[src/rtl/ad7276_serial_responder.sv]
// AD7276 serial-port responder: queues 12-bit codes from AXI4-Stream and shifts one
// code per cs_n frame on sdata, with cs_n/sclk oversampled in the system clock domain.
module ad7276_serial_responder #(
  parameter int unsigned          DATA_BITS   = 12,
  parameter int unsigned          LEAD_ZEROS  = 2,
  parameter int unsigned          SYNC_STAGES = 2,
  parameter int unsigned          FIFO_DEPTH  = 4,
  parameter logic [DATA_BITS-1:0] IDLE_CODE   = '0
) (
  input  logic        s_axis_aclk,
  input  logic        s_axis_aresetn,
  input  logic [31:0] s_axis_tdata,
  input  logic        s_axis_tvalid,
  output logic        s_axis_tready,
  input  logic        cs_n,
  input  logic        sclk,
  output logic        sdata,
  output logic        sdata_oe,
  output logic        busy,
  output logic [31:0] frame_count,
  output logic [15:0] underrun_count
);

  localparam int unsigned W  = LEAD_ZEROS + DATA_BITS;
  localparam int unsigned AW = $clog2(FIFO_DEPTH);
  localparam int unsigned CW = $clog2(W + 1);

  typedef enum logic [1:0] {IDLE, SHIFT, TRAIL} state_t;

  // ---------------- input synchronisers and edge detect ----------------
  logic [SYNC_STAGES-1:0] cs_sync, sk_sync;
  logic                   cs_d, sk_d;
  logic                   cs_s, sk_s;
  logic                   cs_fall, cs_rise, sclk_fall;

  always_ff @(posedge s_axis_aclk or negedge s_axis_aresetn) begin
    if (!s_axis_aresetn) begin
      cs_sync <= '1;
      sk_sync <= '1;
      cs_d    <= 1'b1;
      sk_d    <= 1'b1;
    end else begin
      cs_sync <= {cs_sync[SYNC_STAGES-2:0], cs_n};
      sk_sync <= {sk_sync[SYNC_STAGES-2:0], sclk};
      cs_d    <= cs_s;
      sk_d    <= sk_s;
    end
  end

  assign cs_s      = cs_sync[SYNC_STAGES-1];
  assign sk_s      = sk_sync[SYNC_STAGES-1];
  assign cs_fall   = cs_d & ~cs_s;
  assign cs_rise   = ~cs_d & cs_s;
  assign sclk_fall = sk_d & ~sk_s & ~cs_s;

  // ---------------- code FIFO ----------------
  logic [DATA_BITS-1:0] mem [FIFO_DEPTH];
  logic [AW:0]          wr_ptr, rd_ptr;
  logic                 full, empty;
  logic                 ready_en;
  logic                 push, pop, pop_req;
  logic [DATA_BITS-1:0] head;

  assign full          = (wr_ptr[AW] != rd_ptr[AW]) && (wr_ptr[AW-1:0] == rd_ptr[AW-1:0]);
  assign empty         = (wr_ptr == rd_ptr);
  assign s_axis_tready = ready_en & ~full;
  assign push          = s_axis_tvalid & s_axis_tready;
  assign pop           = pop_req & ~empty;
  assign head          = mem[rd_ptr[AW-1:0]];

  always_ff @(posedge s_axis_aclk) begin
    if (push) mem[wr_ptr[AW-1:0]] <= s_axis_tdata[DATA_BITS-1:0];
  end

  always_ff @(posedge s_axis_aclk or negedge s_axis_aresetn) begin
    if (!s_axis_aresetn) begin
      wr_ptr   <= '0;
      rd_ptr   <= '0;
      ready_en <= 1'b0;
    end else begin
      ready_en <= 1'b1;
      if (push) wr_ptr <= wr_ptr + 1'b1;
      if (pop)  rd_ptr <= rd_ptr + 1'b1;
    end
  end

  // ---------------- frame FSM ----------------
  state_t               state, state_nx;
  logic [W-1:0]         shreg, shreg_nx;
  logic [CW-1:0]        bcnt, bcnt_nx;
  logic                 sdata_nx, oe_nx, busy_nx;
  logic                 frame_inc, under_inc;
  logic [DATA_BITS-1:0] code_sel;

  always_ff @(posedge s_axis_aclk or negedge s_axis_aresetn) begin
    if (!s_axis_aresetn) begin
      state    <= IDLE;
      shreg    <= '0;
      bcnt     <= '0;
      sdata    <= 1'b0;
      sdata_oe <= 1'b0;
      busy     <= 1'b0;
    end else begin
      state    <= state_nx;
      shreg    <= shreg_nx;
      bcnt     <= bcnt_nx;
      sdata    <= sdata_nx;
      sdata_oe <= oe_nx;
      busy     <= busy_nx;
    end
  end

  always_comb begin
    state_nx  = state;
    shreg_nx  = shreg;
    bcnt_nx   = bcnt;
    sdata_nx  = sdata;
    oe_nx     = sdata_oe;
    busy_nx   = busy;
    frame_inc = 1'b0;
    under_inc = 1'b0;
    pop_req   = 1'b0;
    code_sel  = empty ? IDLE_CODE : head;
    case (state)
      IDLE: begin
        if (cs_fall) begin
          pop_req   = 1'b1;
          under_inc = empty;
          shreg_nx  = W'(code_sel);
          sdata_nx  = shreg_nx[W-1];
          oe_nx     = 1'b1;
          busy_nx   = 1'b1;
          bcnt_nx   = CW'(1);
          state_nx  = SHIFT;
        end
      end
      SHIFT: begin
        // cs_rise outranks a coincident sclk_fall; leaving here means the frame was aborted
        if (cs_rise) begin
          sdata_nx = 1'b0;
          oe_nx    = 1'b0;
          busy_nx  = 1'b0;
          state_nx = IDLE;
        end else if (sclk_fall) begin
          if (bcnt == CW'(W)) begin
            sdata_nx = 1'b0;
            state_nx = TRAIL;
          end else begin
            shreg_nx = shreg << 1;
            sdata_nx = shreg_nx[W-1];
            bcnt_nx  = bcnt + 1'b1;
          end
        end
      end
      TRAIL: begin
        sdata_nx = 1'b0;
        if (cs_rise) begin
          oe_nx     = 1'b0;
          busy_nx   = 1'b0;
          frame_inc = 1'b1;
          state_nx  = IDLE;
        end
      end
      default: begin
        sdata_nx = 1'b0;
        oe_nx    = 1'b0;
        busy_nx  = 1'b0;
        state_nx = IDLE;
      end
    endcase
  end

  // ---------------- statistics ----------------
  always_ff @(posedge s_axis_aclk or negedge s_axis_aresetn) begin
    if (!s_axis_aresetn) begin
      frame_count    <= '0;
      underrun_count <= '0;
    end else begin
      if (frame_inc) frame_count <= frame_count + 1'b1;
      if (under_inc && (underrun_count != '1)) underrun_count <= underrun_count + 1'b1;
    end
  end

endmodule

[config.mk]
export PLATFORM = sky130hd
export DESIGN_NAME = ad7276_serial_responder
export DESIGN_NICKNAME = d
export VERILOG_FILES = /design/src/rtl/ad7276_serial_responder.sv
export SDC_FILE = /design/constraint.sdc
export NUM_CORES = 1
export LEC_CHECK = 0
export BUFFER_PORTS_ARGS = -buffer_cell sky130_fd_sc_hd__buf_2
export CORE_MARGIN = 10
export CORE_UTILIZATION = 51
export DETAILED_ROUTE_END_ITERATION = 12
export PLACE_DENSITY_LB_ADDON = 0.3
export RECOVER_POWER = 25
export SLEW_MARGIN = 20
export SYNTH_ARGS = -nofsm -noshare
export SYNTH_HDL_FRONTEND = slang
export SYNTH_SLANG_ARGS = --single-unit
[constraint.sdc]
create_clock -name s_axis_aclk -period 2.02 [get_ports s_axis_aclk]
set_input_delay 0 -clock s_axis_aclk [delete_from_list [all_inputs] [get_ports s_axis_aclk]]
set_output_delay 0 -clock s_axis_aclk [all_outputs]
set_load 0.005 [all_outputs]
==> impl_metrics.csv, run 1 <==
group,metric,value,unit
synth,ys.flop_type,"dfrtp_1",
timing,period_share,0.9503,
placement,dp_hpwl,7722,um
synth,ys_ff_latch,130,
synth,synth.avg_cell_area,13.75,um2
timing,slew_headroom,0.4994,
clock_network,cts_root_buf,"clkbuf_8",
floorplanning,pin_count,89,
layout,syn_to_final_growth,25.01,%
synth,synth_compound_area_frac,0.05792,
worst_hold_path,timing.hold.worst.start,"sclk",
synth,synth_top_family_by_area,"simple AND/OR/NAND/NOR gates",
floorplanning,die_w,125.1,um
synth,post_synth_num_cell_types,54,
timing,holdWs,0.1265,ns
pwr,switching_share,0.3102,
worst_setup_path,end_kind,"flop",
placement,port_buffers,68,
worst_hold_path,hold_path_end,"sk_sync[0]",
layout,final_nets,575,
run_status,status,"completed",
synth,yosys-top-cells-count,"dfrtp_1 (76), edfxtp_1 (48), nand2_1 (42), xnor2_1 (36), nand3_1 (27)",
grt,grt.total_usage,0.1499,
synth,synthAdderAreaFrac,0.02885,
timing,fin_skew,0.009168,ns
pwr,pwr_density_cell,1226,nW/um2
floorplanning,core_area,10840,um2
clock_network,cts_sinks,130,
pwr,power_frac_seq,0.399,
synth,synthArstFlopShare,0.6308,
synth,synthMuxAreaShare,0.05992,
floorplanning,fp-row-count,38,
grt,grt_max_degree,31,
timing,slew_violations,0,
placement,gp_congestion,0.8003,
route,num_vias,3615,
clock_network,cts.clk_slew.worst_paths,0.06,ns
floorplanning,dieArea,15660,um2
pwr,ir_drop,935.8,uV
grt,overflow,0,
timing,worst-slew-pin-transition,0.7510,ns
clock_network,cts_tree,"yes",
grt,first_global_vias,3734,
timing,hold_viol,0,
worst_setup_path,startpoint_type,"flop",
route,drtIter0Drc,153,
worst_setup_path,rr_worst_depth,6,
synth,synth_top_cell_area_share,0.3373,
route,vias_per_cell,5.332,
timing,setup_viol,0,
synth,ys_top_cells_by_area,"dfrtp_1 (34%), edfxtp_1 (26%), xnor2_1 (5.6%)",
worst_hold_path,min_path_cells,2,
clock_network,cts.path.max_buffers,2,
pwr,power.switching,2.679,mW
worst_setup_path,worstPathRequired,2.43,ns
timing,worst_slack,0.1003,ns
synth,synthCells,410,
pwr,power_frac_comb,0.263,
grt,antenna_found_initial,0,
pwr,p_leak,3.104,nW
timing,layout_min_cycle_time,1.920,ns
placement,pre_cts_slack,0.01939,ns
synth,ys_seq_area_frac,0.6209,
clock_network,clock_latency,0.53,ns
worst_setup_path,r2r-start,"state[0]",
synth,yosysTopAreaCell,"dfrtp_1",
worst_setup_path,criticalPathCategory,"flop to flop",
synth,mappedNetlistArea,5638,um2
pwr,clkPwrFrac,0.338,
worst_setup_path,critical_path.max_fanout,5,
route,avgRoutedWirePerCell,16.87,um
synth,syn_nets,460,
layout,drive_above_1_share,0.2844,
route,ant_nets,0,
clock_network,htree_levels,4,
synth,synthSimpleGateAreaFrac,0.1365,
floorplanning,die_h,125.1,um
synth,synth_edf_count,48,
synth,synth_warnings,0,
synth,synth_xor_area_frac,0.08056,
worst_hold_path,hp-class,"primary input to flop",
flow_run,cap_viol_max_count,0,
clock_network,numCtsBuffers,17,
floorplanning,initial_utilization,0.5201,
worst_setup_path,r2r-end,"underrun_count[15]",
grt,grt_pass1_wl,18930,um
timing,max_freq,0.5209,GHz
route,routed_wl,11440,um
layout,antennaDiodeCount,0,
route,drc,0,
worst_setup_path,cp.arrival,2.33,ns
pwr,cellInternalPower,5.960,mW
clock_network,cts_setup_buffers,0,
route,drtPass1Iterations,4,
synth,synth_most_common_cell,"dfrtp_1",
worst_setup_path,reg2reg_slack,0.10,ns
==> layout by cell type (no fill, tap or decap), drive strengths merged, types with 2 or more instances in the layout <==
cell type    netlist  layout
o21ai             14      14
mux4              12      12
clkinvlp           0       2
dfrtp             76      76
clkinv             0       4
edfxtp            48      48
nor4               4       4
mux2               6       6
and3              13      13
o31ai              2       2
and2               2       2
inv               10      15
nand2             42      42
nor2              11      11
xnor2             37      37
xor2              14      14
buf                4      76
a21oi              6       6
a22oi             11      11
a31oi              2       2
and4               4       4
nand3b             2       2
nand3             28      28
nor3               5       5
dlygate4sd3        0      17
nand2b             2       2
o2111ai            2       2
dfstp              6       6
ha                13      13
or3                2       2
nand4             10      10
clkbuf             6      32
==> registers in the layout, indices dropped and copies added, names as in the netlist, 2 cells and up <==
| name | count |
|---|---|
| underrun_count | 16 |
| wr_ptr | 3 |
| mem | 48 |
| cs_sync | 2 |
| rd_ptr | 3 |
| shreg | 13 |
| state | 2 |
| sk_sync | 2 |
| bcnt | 4 |
| frame_count | 32 |
==> worst max path at each step <==
stage	cells after the start	slack [ns]	to	startpoint
2_1_floorplan	6	0.09	underrun_count[15]	state[1]
3_3_place_gp	6	0.08	underrun_count[15]	state[1]
3_5_place_dp	6	0.02	underrun_count[15]	state[1]
4_1_cts	6	0.007	underrun_count[15]	state[1]
5_1_grt	6	-0.004	underrun_count[15]	state[0]
6_report	6	0.10	underrun_count[15]	state[0]
==> cells by family after synthesis <==
logic type | after synthesis
AND/OR/NAND/NOR | 132
other | 1
flip-flops | 130
XOR/XNOR | 51
AO/OA/AOI/OAI | 45
buffers and inverters | 20
multiplexers | 18
adder cells (fa/ha/maj) | 13
==> worst max-delay path, cell delays in order, from the launching register on <==
cell     delay [ns]
dfrtp_1        0.42
inv_2          0.08
ha_2           0.20
and3b_2        0.25
nand4_4        0.16
or3_1          0.36
mux2_1         0.32
==> per-stage QoR <==
stage	instance area, um2	power, mW	cells	utilization	setup TNS [ns]
2_1_floorplan	5638	5.022	410	-	0
3_3_place_gp	6286	5.629	628	0.5799	0
3_5_place_dp	6286	5.734	628	0.5799	0
4_1_cts	7043	8.698	678	0.6497	0
5_1_grt	7048	9.149	678	0.6502	-0.003597
6_report	7048	8.639	678	0.6502	0
==> per-layer routing <==
layer | GRT usage | up-vias | part of all wire
met5 | 0 | - | 0
met4 | 0.05827 | 0 | 0.015
met3 | 0.05027 | 19 | 0.045
met2 | 0.2576 | 74 | 0.51
met1 | 0.1685 | 1788 | 0.43
li1 | - | 1734 | -
==> power groups by stage <==
stage	clock network (mW)	logic, mW	registers [mW]
2_1_floorplan	0	1.59	3.44
3_3_place_gp	0	2.16	3.47
3_5_place_dp	0	2.24	3.49
4_1_cts	2.97	2.29	3.45
5_1_grt	3.10	2.55	3.50
6_report	2.92	2.27	3.45
==> layout make-up <==
type	instances	area [um2]
fill	804	3792
sequential	130	3501
multi-input combinational	260	2072
timing repair buffer	106	685.7
clock buffer	20	456.7
tap	140	175.2
clock inverter	12	120.1
inverter	10	37.54
==> repair_timing <==
action	4_1_cts	5_1_grt
endpoints found under the setup margin	0	35
hold endpoints to repair	134	0
hold buffers	18	0
gates resized for setup	0	8
(Power assumes the default switching activity.)
==> inputs of run 2 (changes only) <==
--- a/config.mk
+++ b/config.mk
@@ -10,7 +10,6 @@
 export CORE_UTILIZATION = 51
 export DETAILED_ROUTE_END_ITERATION = 12
 export PLACE_DENSITY_LB_ADDON = 0.3
-export RECOVER_POWER = 25
 export SLEW_MARGIN = 20
 export SYNTH_ARGS = -nofsm -noshare
 export SYNTH_HDL_FRONTEND = slang
==> run 2 against run 1 <==
Effect of this change:
- die area unchanged
- routed wire length about the same
- combinational power about the same
- setup slack about the same
- global-route usage unchanged
- core utilization increased by 0.14 points
==> impl_metrics.csv, run 2 (synthesized netlist as in run 1, its figures left out) <==
group,metric,value,unit
worst_hold_path,timing.hold.worst.start,"sclk",
timing,slew_violations,0,
timing,worst-slew-pin-transition,0.7506,ns
route,drtPass1Iterations,5,
grt,overflow,0,
floorplanning,die_w,125.1,um
worst_setup_path,slowest_stage,"dfrtp_1",
worst_setup_path,r2r-end,"underrun_count[15]",
clock_network,cts_sinks,130,
layout,final_nets,575,
clock_network,numCtsBuffers,17,
timing,worst_slack,0.1006,ns
floorplanning,die_h,125.1,um
route,vias_per_cell,5.333,
layout,layout_common_cells,"dfrtp_1 (76), buf_2 (67), edfxtp_1 (48), nand2_1 (42), xnor2_1 (36)",
pwr,power,8.641,mW
worst_setup_path,cp.arrival,2.33,ns
clock_network,cts.clk_slew.worst_paths,0.06,ns
route,num_vias,3616,
clock_network,clock_latency,0.53,ns
grt,first_global_vias,3734,
timing,slew_headroom,0.4996,
floorplanning,dieArea,15660,um2
layout,syn_to_final_growth,25.28,%
flow_run,cap_viol_max_count,0,
grt,grt_max_degree,31,
layout,fillers,793,
pwr,pwr_density_cell,1223,nW/um2
clock_network,cts.path.max_buffers,2,
timing,layout_min_cycle_time,1.919,ns
layout,finish.instance_area,7063,um2
pwr,ir_drop,942.6,uV
worst_hold_path,hp-class,"primary input to flop",
layout,largest_reg_flops,48,
grt,antenna_found_initial,0,
placement,port_buffers,68,
timing,max_freq,0.5210,GHz
worst_setup_path,criticalPathCategory,"flop to flop",
floorplanning,core_area,10840,um2
placement,place_area,6286,um2
timing,hold_viol,0,
layout,layout_commonest_cell,"dfrtp_1",
placement,dp_hpwl,7722,um
grt,grt_pass1_wl,18930,um
worst_setup_path,worstPathRequired,2.43,ns
worst_hold_path,hold_path_end,"sk_sync[0]",
clock_network,cts_setup_buffers,0,
route,routed_wl,11430,um
clock_network,htree_levels,4,
worst_setup_path,critical_path.max_fanout,5,
floorplanning,pin_count,89,
layout,drive_above_1_share,0.3067,
worst_setup_path,end_kind,"flop",
worst_setup_path,crit_buf_inv,1,
clock_network,cts_root_buf,"clkbuf_8",
placement,gp_congestion,0.8003,
layout,seqCellArea,3501,um2
floorplanning,fp-row-count,38,
placement,pre_cts_slack,0.01939,ns
layout,antennaDiodeCount,0,
layout,finalNonFillerCells,678,
timing,setup_viol,0,
worst_setup_path,cp_top_family,"simple AND/OR/NAND/NOR gates",
timing,holdWs,0.1277,ns
worst_setup_path,slowest_delay,0.42,ns
route,drc,0,
worst_setup_path,r2r-start,"state[0]",
clock_network,cts_tree,"yes",
worst_setup_path,rr_worst_depth,6,
run_status,status,"completed",
grt,grt.total_usage,0.1499,
floorplanning,initial_utilization,0.5201,
layout,multi_input_area,2072,um2
timing,fin_skew,0.01058,ns
worst_setup_path,startpoint_type,"flop",
route,drtIter0Drc,158,
worst_setup_path,reg2reg_slack,0.10,ns
placement,placedCellCount,628,
pwr,p_leak,3.137,nW
timing,period_share,0.9502,
route,avgRoutedWirePerCell,16.86,um
route,ant_nets,0,
worst_setup_path,path_cells,"inv_2 -> ha_2 -> and3b_2 -> nand4_4 -> or3_1 -> mux2_1",
worst_hold_path,min_path_cells,2,
==> run 2: per-stage QoR <==
step / utilization / TNS, ns
after floorplan: - / 0
after global placement: 0.5799 / 0
after detailed placement: 0.5799 / 0
after CTS: 0.6497 / 0
after global routing: 0.6515 / -0.003597
final: 0.6515 / 0
==> run 2: worst max-delay path by stage <==
stage / from / end / cells past startpoint / slack, ns
2_1_floorplan: state[1] / underrun_count[15] / 6 / 0.09
3_3_place_gp: state[1] / underrun_count[15] / 6 / 0.08
3_5_place_dp: state[1] / underrun_count[15] / 6 / 0.02
4_1_cts: state[1] / underrun_count[15] / 6 / 0.007
5_1_grt: state[0] / underrun_count[15] / 6 / -0.004
6_report: state[0] / underrun_count[15] / 6 / 0.10
==> run 2: cell type report <==
| class | count | area share |
|---|---|---|
| Inverter | 10 | 0.005314 |
| Sequential cell | 130 | 0.4957 |
| Clock inverter | 12 | 0.01701 |
| Timing Repair Buffer | 106 | 0.09920 |
| Multi-Input combinational cell | 260 | 0.2934 |
| Clock buffer | 20 | 0.06466 |
| Tap cell | 140 | 0.02480 |
==> run 2: metal layers <==
layer / vias up / global-route usage / part of all wire
met5: - / 0 / 0
met4: 0 / 0.05827 / 0.015
met3: 18 / 0.05027 / 0.044
met2: 74 / 0.2576 / 0.51
met1: 1788 / 0.1685 / 0.43
li1: 1736 / - / -
==> run 2: what timing repair did <==
item	4_1_cts	5_1_grt
gates resized for setup	0	8
endpoints found under the hold margin	134	0
endpoints found under the setup margin	0	35
hold buffers	18	0
==> run 2: where the power goes <==
group	total (mW)	internal (mW)	leakage [nW]	switching [mW]
Combinational	2.27	1.04	1.35	1.23
Sequential	3.45	3.16	1.51	0.288
Clock	2.92	1.76	0.278	1.16
